`src/rtl/cmpx_mac_seq.sv`:
```
// Sequential complex multiply-accumulate: queues operand pairs in a 4-deep FIFO,
// then feeds them to an external multiplier and sums the products on go.
module cmpx_mac_seq (
  input  logic               clk,
  input  logic               rst,
  input  logic               push,
  input  logic [7:0]         push_a,
  input  logic [7:0]         push_b,
  input  logic               go,
  output logic               mult_start,
  output logic [7:0]         mult_a,
  output logic [7:0]         mult_b,
  input  logic               mult_done,
  input  logic [15:0]        mult_out,
  output logic signed [10:0] acc_re,
  output logic signed [10:0] acc_im,
  output logic               busy,
  output logic               done,
  output logic               full,
  output logic               empty
);

  localparam logic [2:0] IDLE  = 3'd0;
  localparam logic [2:0] ISSUE = 3'd1;
  localparam logic [2:0] WAIT  = 3'd2;
  localparam logic [2:0] ACC   = 3'd3;
  localparam logic [2:0] FIN   = 3'd4;

  logic [2:0]         r_state;
  logic [15:0]        r_mem [4];
  logic [1:0]         r_wr_ptr;
  logic [1:0]         r_rd_ptr;
  logic [2:0]         r_count;
  logic               r_wait_first;
  logic [7:0]         r_mult_a;
  logic [7:0]         r_mult_b;
  logic signed [10:0] r_acc_re;
  logic signed [10:0] r_acc_im;

  logic               w_full;
  logic               w_empty;
  logic               w_push_ok;
  logic [1:0]         w_rd_next;
  logic [15:0]        w_head;
  logic [15:0]        w_next_head;
  logic signed [10:0] w_prod_re;
  logic signed [10:0] w_prod_im;

  assign w_full      = (r_count == 3'd4);
  assign w_empty     = (r_count == 3'd0);
  // go wins over a same-cycle push, so a push is only taken in IDLE without go.
  assign w_push_ok   = push && !go && !w_full && (r_state == IDLE);
  assign w_rd_next   = r_rd_ptr + 2'd1;
  assign w_head      = r_mem[r_rd_ptr];
  assign w_next_head = r_mem[w_rd_next];
  assign w_prod_re   = {{3{mult_out[15]}}, mult_out[15:8]};
  assign w_prod_im   = {{3{mult_out[7]}},  mult_out[7:0]};

  // NOTE: the storage array has no reset; emptiness is tracked by r_count, so
  // clearing the data would only add reset fan-out without changing behaviour.
  always_ff @(posedge clk) begin
    if (!rst && w_push_ok) r_mem[r_wr_ptr] <= {push_a, push_b};
  end

  // NOTE: all state below uses non-blocking assignments so every register sees
  // the pre-edge values of the others, independent of statement order.
  always_ff @(posedge clk) begin
    if (rst) begin
      r_state      <= IDLE;
      r_wr_ptr     <= 2'd0;
      r_rd_ptr     <= 2'd0;
      r_count      <= 3'd0;
      r_wait_first <= 1'b0;
      r_mult_a     <= 8'd0;
      r_mult_b     <= 8'd0;
      r_acc_re     <= 11'sd0;
      r_acc_im     <= 11'sd0;
    end else begin
      case (r_state)
        IDLE: begin
          if (go) begin
            r_acc_re <= 11'sd0;
            r_acc_im <= 11'sd0;
            if (!w_empty) begin
              r_state  <= ISSUE;
              r_mult_a <= w_head[15:8];
              r_mult_b <= w_head[7:0];
            end else begin
              r_state <= FIN;
            end
          end else if (w_push_ok) begin
            r_wr_ptr <= r_wr_ptr + 2'd1;
            r_count  <= r_count + 3'd1;
          end
        end
        ISSUE: begin
          r_state      <= WAIT;
          r_wait_first <= 1'b1;
        end
        WAIT: begin
          // The first WAIT cycle may still see the previous operation's done level.
          r_wait_first <= 1'b0;
          if (!r_wait_first && mult_done) r_state <= ACC;
        end
        ACC: begin
          r_acc_re <= r_acc_re + w_prod_re;
          r_acc_im <= r_acc_im + w_prod_im;
          r_rd_ptr <= w_rd_next;
          r_count  <= r_count - 3'd1;
          if (r_count > 3'd1) begin
            r_state  <= ISSUE;
            r_mult_a <= w_next_head[15:8];
            r_mult_b <= w_next_head[7:0];
          end else begin
            r_state <= FIN;
          end
        end
        FIN:     r_state <= IDLE;
        default: r_state <= IDLE;
      endcase
    end
  end

  assign mult_start = (r_state == ISSUE);
  assign mult_a     = r_mult_a;
  assign mult_b     = r_mult_b;
  assign acc_re     = r_acc_re;
  assign acc_im     = r_acc_im;
  assign busy       = (r_state != IDLE);
  assign done       = (r_state == FIN);
  assign full       = w_full;
  assign empty      = w_empty;

endmodule
```
`config.mk`:
```
export PLATFORM = sky130hd
export DESIGN_NAME = cmpx_mac_seq
export DESIGN_NICKNAME = d
export VERILOG_FILES = /design/src/rtl/cmpx_mac_seq.sv
export SDC_FILE = /design/constraint.sdc
export NUM_CORES = 1
export LEC_CHECK = 0
export CORE_ASPECT_RATIO = 1.4
export CORE_MARGIN = 5
export CORE_UTILIZATION = 35
export CTS_CLUSTER_SIZE = 14
export DETAILED_ROUTE_END_ITERATION = 7
export HOLD_SLACK_MARGIN = 0.03
export PLACE_DENSITY = 0.66
export SLEW_MARGIN = 10
export SYNTH_ARGS = -nofsm -noshare
export SYNTH_HDL_FRONTEND = slang
export SYNTH_SLANG_ARGS = --single-unit
```
`constraint.sdc`:
```
create_clock -name clk -period 3.1 [get_ports clk]
set_input_delay 0.62 -clock clk [delete_from_list [all_inputs] [get_ports clk]]
set_output_delay 0.62 -clock clk [all_outputs]
set_load 0.005 [all_outputs]
```
# [Yosys cells after proc, flatten, opt, wreduce, memory -nomap -nowiden]
# Memories as Yosys holds them, arrays and structs flattened. A register that Yosys moved wholly into a read port is not among the register bits.
# Index checks and enable logic that the tools add are counted.
[word_totals] reg_bits=49 mem_bits_rw=64 in_bits=37 out_inout_bits=43 wordCells=72 n_memories=1
[mem_list] memory="r_mem" words=4 width=16 read_ports=2 rd_clocked_by_memory_dff=1 wr=1 line_no="30" text="logic [15:0] r_mem [4];"
[classes] n_addsub=6 n_lt_le_gt_ge=1 eq_ne=11 muxes=24 bitwise_logic=1 reduce_logical=19
[op_table] cell="8-bit 2-to-1 mux" count=6
[op_table] cell="11-bit case mux with 2 select lines" count=2
[op_table] cell="8-bit case mux with 2 select lines" count=2
[op_table] cell="11-bit by 8-bit adder with 11-bit output" count=2
[op_table] cell="3-bit 2-to-1 mux" count=6
[op_table] cell="2-bit != test (second input constant)" count=6
[op_table] cell="3-bit case mux with 4 select lines" count=1
[op_table] cell="11-bit 2-to-1 mux" count=1
[op_table] cell="3-bit by 2-bit == test with 1-bit output (second input constant)" count=2
[op_table] cell="3-bit == test (second input constant)" count=2
[op_table] cell="3-bit zero test" count=2
[op_table] cell="3-bit case mux with 2 select lines" count=1
[op_table] cell="3-bit AND reduction" count=2
[op_table] cell="1-bit logical AND" count=5
[op_table] cell="2-bit by 1-bit adder with 2-bit output (second input constant)" count=2
[op_table] cell="1-bit zero test" count=4
[op_table] cell="2-bit 2-to-1 mux" count=2
[op_table] cell="2-bit AND reduction" count=2
[op_table] cell="4-bit AND reduction" count=1
[op_table] cell="2-bit nonzero test" count=2
[op_table] cell="3-bit by 1-bit adder with 3-bit output (second input constant)" count=1
[op_table] cell="3-bit by 1-bit == test with 1-bit output (second input constant)" count=1
[op_table] cell="3-bit by 1-bit greater-than comparator with 1-bit output (second input constant)" count=1
[op_table] cell="3-bit nonzero test" count=1
[op_table] cell="4 further kinds" count=5

# [Depth between registers and ports, before layout]
# Gate-level depths: netlist of the first run.
[depth] depth_word=7 ltp_mapped=8 depth_no_buf=8

# [Least setup slack after synthesis of the first run]
# OpenSTA, ideal clock, no wires.
[synth_path] path_kind="input to register" start="input port mult_out[8]" end="register r_acc_re[8], in the netlist acc_re[8]" setup_ns=0.129 arrival_ns=2.293 t_required_ns=2.971 setup_slack_ns=0.678 path_stages=8 cell_sequence="ha_1 -> fa_1 -> a211oi_2 -> o21bai_1 -> a211o_1 -> a31oi_1 -> xor2_1 -> o21ai_0"
[synth_between] elab_chain_cells=2
[synth_rtl] element="start: declaration" line_no="14" text="input logic [15:0] mult_out,"
[synth_rtl] element="11-bit by 8-bit adder with 11-bit output" line_no="106" text="r_acc_re <= r_acc_re + w_prod_re;"
[synth_rtl] element="11-bit case mux with 2 select lines" line_no="79" text="case (r_state)"
[synth_rtl] element="end signal: assignment" line_no="106"
[synth_rtl] element="end: declaration" line_no="37" text="logic signed [10:0] r_acc_re;"
# Every way passes these cells.
# A chain may end at the register's enable or synchronous reset.

# [Worst setup path after layout of the first run]
[layout_path] start="input port mult_out[0]" end="register r_acc_im[8], in the netlist acc_im[8]"
[layout_between] elab_chain_cells=2
[layout_rtl] element="11-bit by 8-bit adder with 11-bit output" line_no="107" text="r_acc_im <= r_acc_im + w_prod_im;"
[layout_rtl] element="11-bit case mux with 2 select lines" line_no="79"
[layout_rtl] element="end signal: assignment" line_no="107"
[layout_rtl] element="end: declaration" line_no="38" text="logic signed [10:0] r_acc_im;"
# Every way passes these cells.

==> reports/results.ini, run 1 <==
[cts]
hold_buffers = 0
root_buffer = clkbuf_16
path_clk_slew_ns = 0.06
clkLatencyLatePin_ns = 0.40
cts_buffer_depth = 2
clock-sinks = 115
cts_made_buffers = 17
cts_max_level = 4
cts_tree = built
cts.repair.resized = 0
cts_setup_buffers = 0

[synthesis]
synth_nets = 546
synth_area_um2 = 5850
yosys-top-cells-area = edfxtp_1, dfxtp_1, mux4_2, ha_1, a311oi_2
syn_inst = 479
yosys.area.top_type = edfxtp_1
synth_top_area_share_pct = 32.8
yosys-top-cells-count = edfxtp_1, nand2_1, nor2_1
synth_seq_cells = 115
synth.most_common_cell = edfxtp_1
synth.avg_cell_area_um2 = 12.2
yosys_warnings = 0
synth_ff_type = edfxtp_1
synth.distinct_cells = 47
synth_edf_count = 64
synth-seq-area-share_pct = 50.3
synth-async-reset-ratio_pct = 0

[route]
wl_um = 13600
wl_per_cell_um = 17.5
vias_per_cell = 5.29
drc = 0
vias = 4120
drt_first_pass_iters = 4
drt_iter0_markers = 195
ant_nets = 0

[outcome]
status = finished, final reports clean

[die]
ios = 80
die_h_um = 163
die-width_um = 119
die_area_um2 = 19400
rows = 56
core_um2 = 16600
start_util_pct = 35.2

[setup_path]
cp_max_fo = 3
crit_path_end_kind = flop
r2r-start = acc_im[0]
critPathArrivalTime_ns = 2.91
crit_start = mult_out[0]
cp-start-kind = primary input
cp.required_ns = 3.36
critPathKind = primary input to flop

[global_routing]
groute.usage.overall_pct = 14.5
grt_overflow = 0
antenna_found_initial = 0
grt_pass1_vias = 4274
grt_max_degree = 33
grt_pass1_wl_um = 22100

[sta]
fin_crit_ns = 2.64
finClkSkew_ns = 0.0106
rsz0062_at_grt = false
finalCritPeriodShare_pct = 85.3
fmax_mhz = 378
finalSetupViolCount = 0
setup_ws_ns = 0.456
hold_ws_ns = 0.468
max_slew_margin_pct = 31.9
finalHoldViolCount = 0
worst_slew_pin_slew_ns = 1.02
setup_tns_ns = 0
slew_viol_final = 0

[placement]
postPlaceCellArea_um2 = 6830
place_inst = 747
dp_hpwl_um = 9300
portBuffers = 79
dp_slack_ns = 0.0549
gp_congestion = 0.875

[pwr]
total_power_mw = 4.01
pwr_density_cell_nw_per_um2 = 542
ir_worst_vdd_mv = 0.335
leakage_nw = 2.65

[final_layout]
stdcell_count = 779
layout-drive-gt1-share_pct = 17.2
final_util_pct = 44.6
fin_nets = 630
area_growth_pct = 26.6
design_area_um2 = 7410
n_antenna_cell = 0

[job]
maxCapViolCount = 0

[min_path]
hp-class = flop to flop
min_from = acc_re[6]

-- report_power, final --
part / total [mW] / leakage, nW / switching (mW) / internal (mW)
Combinational: 0.392 / 1.38 / 0.192 / 0.201
Sequential: 1.70 / 0.990 / 0.0408 / 1.66
Clock: 1.92 / 0.281 / 0.664 / 1.26
-- layout make-up --
class | instances | area (um2)
Clock buffer | 21 | 440
Clock inverter | 11 | 139
Fill cell | 1526 | 9200
Inverter | 9 | 33.8
Multi-Input combinational cell | 330 | 2730
Sequential cell | 115 | 2940
Tap cell | 203 | 254
Timing Repair Buffer | 90 | 868
-- flip-flops by register name, summed over array words and instances (netlist names), named ones only --
| register | count |
|---|---|
| r_mem | 64 |
| acc_im | 11 |
| acc_re | 11 |
| mult_a | 8 |
| mult_b | 8 |
| r_count | 3 |
| r_state | 3 |
| r_rd_ptr | 2 |
| r_wr_ptr | 2 |
| r_wait_first | 1 |
-- worst paths after layout --
path / end / slack (ns) / depth (start not counted)
max: acc_im[8] / 0.46 / 9
min: acc_re[6] / 0.47 / 2
max reg2reg: acc_im[8] / 0.78 / 8
min reg2reg: acc_re[6] / 0.47 / 2
-- logic make-up after synthesis --
family	count (synthesis)	synth area share, %
AOI/OAI and AO/OA	100	13.3
xor gates and xnor gates	19	2.84
adders and majority gates	30	6.67
buffers and inverters	34	3.02
DFF	115	50.3
muxes	32	12.3
and+or+nand+nor	149	11.5
-- metal layers --
metal	GRT usage (%)	vias up	routed length, um
met5	0	-	0
met4	4.22	0	118
met3	4.10	11	684
met2	27.0	113	7420
met1	16.0	2023	5400
li1	-	1973	-
-- critical path: stages --
cell	delay (ns)
clkdlybuf4s50_1	0.41
ha_1	0.22
fa_1	0.44
a211oi_2	0.30
o21bai_1	0.15
a211o_1	0.31
a31oi_1	0.20
xor2_1	0.18
o21ai_1	0.07
-- layout by cell type, fill, tap and decap left out, types with 5 or more instances in the layout --
master | synthesis | layout
a21o_1 | 9 | 9
a21oi_1 | 18 | 18
a22oi_1 | 10 | 10
a311oi_2 | 14 | 14
a31oi_1 | 8 | 8
and2_1 | 6 | 6
buf_4 | 5 | 11
clkbuf_16 | 0 | 17
clkdlybuf4s50_1 | 0 | 78
clkinv_2 | 0 | 5
dfxtp_1 | 51 | 51
edfxtp_1 | 64 | 64
ha_1 | 28 | 28
inv_1 | 8 | 8
mux4_2 | 32 | 32
nand2_1 | 53 | 53
nor2_1 | 52 | 52
nor3_1 | 11 | 11
o21ai_0 | 15 | 15
o21ai_1 | 5 | 5
o21bai_1 | 5 | 5
xnor2_1 | 6 | 6
xor2_1 | 13 | 13
No activity file was read; power rests on OpenSTA's default activity.
==> run 2, diff against run 1 <==
--- a/config.mk
+++ b/config.mk
@@ -6,12 +6,12 @@
 export NUM_CORES = 1
 export LEC_CHECK = 0
 export CORE_ASPECT_RATIO = 1.4
-export CORE_MARGIN = 5
-export CORE_UTILIZATION = 35
+export CORE_MARGIN = 3
+export CORE_UTILIZATION = 40
 export CTS_CLUSTER_SIZE = 14
 export DETAILED_ROUTE_END_ITERATION = 7
 export HOLD_SLACK_MARGIN = 0.03
-export PLACE_DENSITY = 0.66
+export PLACE_DENSITY = 0.72
 export SLEW_MARGIN = 10
 export SYNTH_ARGS = -nofsm -noshare
 export SYNTH_HDL_FRONTEND = slang
==> run 2 against run 1 <==
Final area grew 0.89%. Sequential share of layout area shrank 0.35 points. Register-to-register slack is essentially flat. Core utilization grew 8.4 points. Clock skew shrank 0.0012 ns. Sequential power is essentially flat. Die area shrank 17%. Highest routed layer unchanged.
==> reports/results.ini, run 2 (synthesis gave the netlist of run 1 again) <==
[outcome]
status = finished, final reports clean  ; unchanged

[die]
start_util_pct = 41.5  ; was 35.2%
die-width_um = 108  ; was 119 um
core_um2 = 14100  ; was 16600 um2
die_h_um = 149  ; was 163 um
rows = 51  ; was 56
die_area_um2 = 16100  ; was 19400 um2
ios = 80  ; unchanged

[global_routing]
antenna_found_initial = 0  ; unchanged
grt_pass1_wl_um = 20600  ; was 22100 um
grt_pass1_vias = 4202  ; was 4274
grt_overflow = 0  ; unchanged
grt_max_degree = 33  ; unchanged
groute.usage.overall_pct = 16.7  ; was 14.5%

[final_layout]
layout-drive-gt1-share_pct = 17.7  ; was 17.2%
fin_nets = 631  ; was 630
final_common_cell = clkdlybuf4s50_1  ; unchanged
regMostFlops = r_mem  ; unchanged
n_antenna_cell = 0  ; unchanged
layout_common_cells = clkdlybuf4s50_1, edfxtp_1, nand2_1, nor2_1, dfxtp_1  ; unchanged
area_growth_pct = 27.8  ; was 26.6%
design_area_um2 = 7480  ; was 7410 um2
largest_reg_flops = 64  ; unchanged
fillCellCount = 1180  ; was 1526

[sta]
finalSetupViolCount = 0  ; unchanged
max_slew_margin_pct = 34.5  ; was 31.9%
setup_tns_ns = 0  ; unchanged
worst_slew_pin_slew_ns = 0.981  ; was 1.02 ns
finClkSkew_ns = 0.00937  ; was 0.0106 ns
setup_ws_ns = 0.448  ; was 0.456 ns
finalHoldViolCount = 0  ; unchanged
finalCritPeriodShare_pct = 85.5  ; was 85.3%
slew_viol_final = 0  ; unchanged
rsz0062_at_grt = false  ; unchanged
fmax_mhz = 377  ; was 378 MHz
hold_ws_ns = 0.475  ; was 0.468 ns
fin_crit_ns = 2.65  ; was 2.64 ns

[route]
wl_met1_um = 4980  ; was 5400 um
wl_per_cell_um = 17.1  ; was 17.5 um
wl_met3_um = 590  ; was 684 um
wl_met2_um = 7230  ; was 7420 um
top_layer_used = met4  ; unchanged
vias = 4139  ; was 4120
drt_first_pass_iters = 4  ; unchanged
drt_iter0_markers = 153  ; was 195
wl_um = 13000  ; was 13600 um
ant_nets = 0  ; unchanged
drc = 0  ; unchanged
vias_per_cell = 5.43  ; was 5.29

[pwr]
pwr_density_cell_nw_per_um2 = 569  ; was 542 nW/um2
leakage_nw = 2.69  ; was 2.65 nW
total_power_mw = 4.25  ; was 4.01 mW
ir_worst_vdd_mv = 0.429  ; was 0.335 mV

[cts]
cts_tree = built  ; unchanged
clkLatencyLatePin_ns = 0.41  ; was 0.40 ns
cts.repair.resized = 0  ; unchanged
hold_buffers = 0  ; unchanged
cts_max_level = 4  ; unchanged
cts_setup_buffers = 0  ; unchanged
path_clk_slew_ns = 0.06  ; about the same
clock-sinks = 115  ; unchanged
cts_buffer_depth = 2  ; unchanged
cts_made_buffers = 17  ; unchanged
root_buffer = clkbuf_16  ; unchanged

[placement]
dp_slack_ns = 0.0659  ; was 0.0549 ns
postPlaceCellArea_um2 = 6820  ; was 6830 um2
gp_congestion = 0.860  ; was 0.875
dp_hpwl_um = 8960  ; was 9300 um
portBuffers = 79  ; unchanged

[min_path]
hp-class = flop to flop  ; unchanged

[job]
maxCapViolCount = 0  ; unchanged

[setup_path]
cp-start-kind = flop  ; was primary input
cpPeakStageDelay_ns = 0.61  ; was 0.44 ns
critPathKind = flop to primary output  ; was primary input to flop
cp.required_ns = 2.48  ; was 3.36 ns
cp_cell_sequence = inv_1, ha_1, nor2b_1, clkdlybuf4s50_1  ; was clkdlybuf4s50_1, ha_1, fa_1, a211oi_2, o21bai_1, a211o_1, a31oi_1, xor2_1, o21ai_1
cp_max_fo = 4  ; was 3
slowest_stage = clkdlybuf4s50_1  ; was fa_1
critPathArrivalTime_ns = 2.03  ; was 2.91 ns
crit_path_end_kind = primary output  ; was flop

==> run 2: layer usage <==
layer | vias up | GRT usage, %
li1 | 1975 | -
met1 | 2034 | 18.1
met2 | 111 | 31.7
met3 | 19 | 2.99
met4 | 0 | 6.82
met5 | - | 0
==> run 2: through the flow <==
step	cells	utilization [%]
floorplan	479	-
global placement	730	48.3
detailed placement	730	48.3
CTS	762	53.0
global route	762	53.0
finish	762	53.0
==> run 2: final cells by class <==
| type | instances | area, um2 | share of cell area (%) |
|---|---|---|---|
| clock inverter | 11 | 200 | 2.68 |
| inverter | 9 | 33.8 | 0.452 |
| multi-input combinational | 330 | 2730 | 36.5 |
| timing repair buffer | 91 | 876 | 11.7 |
| sequential | 115 | 2940 | 39.4 |
| clock buffer | 21 | 460 | 6.16 |
| tap | 185 | 231 | 3.10 |
==> run 2: critical path, delay by kind of cell, from the launching register on <==
family / cells / cell delay, ns
flip-flops: 1 / 0.34
adder cells (fa/ha/maj): 1 / 0.18
buffers and inverters: 2 / 0.74
AND/OR/NAND/NOR: 1 / 0.37
==> run 2: path summary, 6_finish.rpt <==
path / startpoint / end / slack [ns] / depth (start not counted)
worst min-delay path: acc_re[7] / acc_re[7] / 0.48 / 2
worst max-delay path: r_count[0] / empty / 0.45 / 4
worst max register to register: acc_im[0] / acc_im[8] / 0.79 / 8
worst min register to register: acc_re[7] / acc_re[7] / 0.48 / 2
==> run 2: power breakdown <==
| part | total [mW] | switching (mW) | internal [mW] |
|---|---|---|---|
| Sequential | 1.70 | 0.0406 | 1.66 |
| Clock | 2.16 | 0.685 | 1.48 |
| Combinational | 0.389 | 0.189 | 0.200 |
| Total | 4.25 | 0.915 | 3.34 |
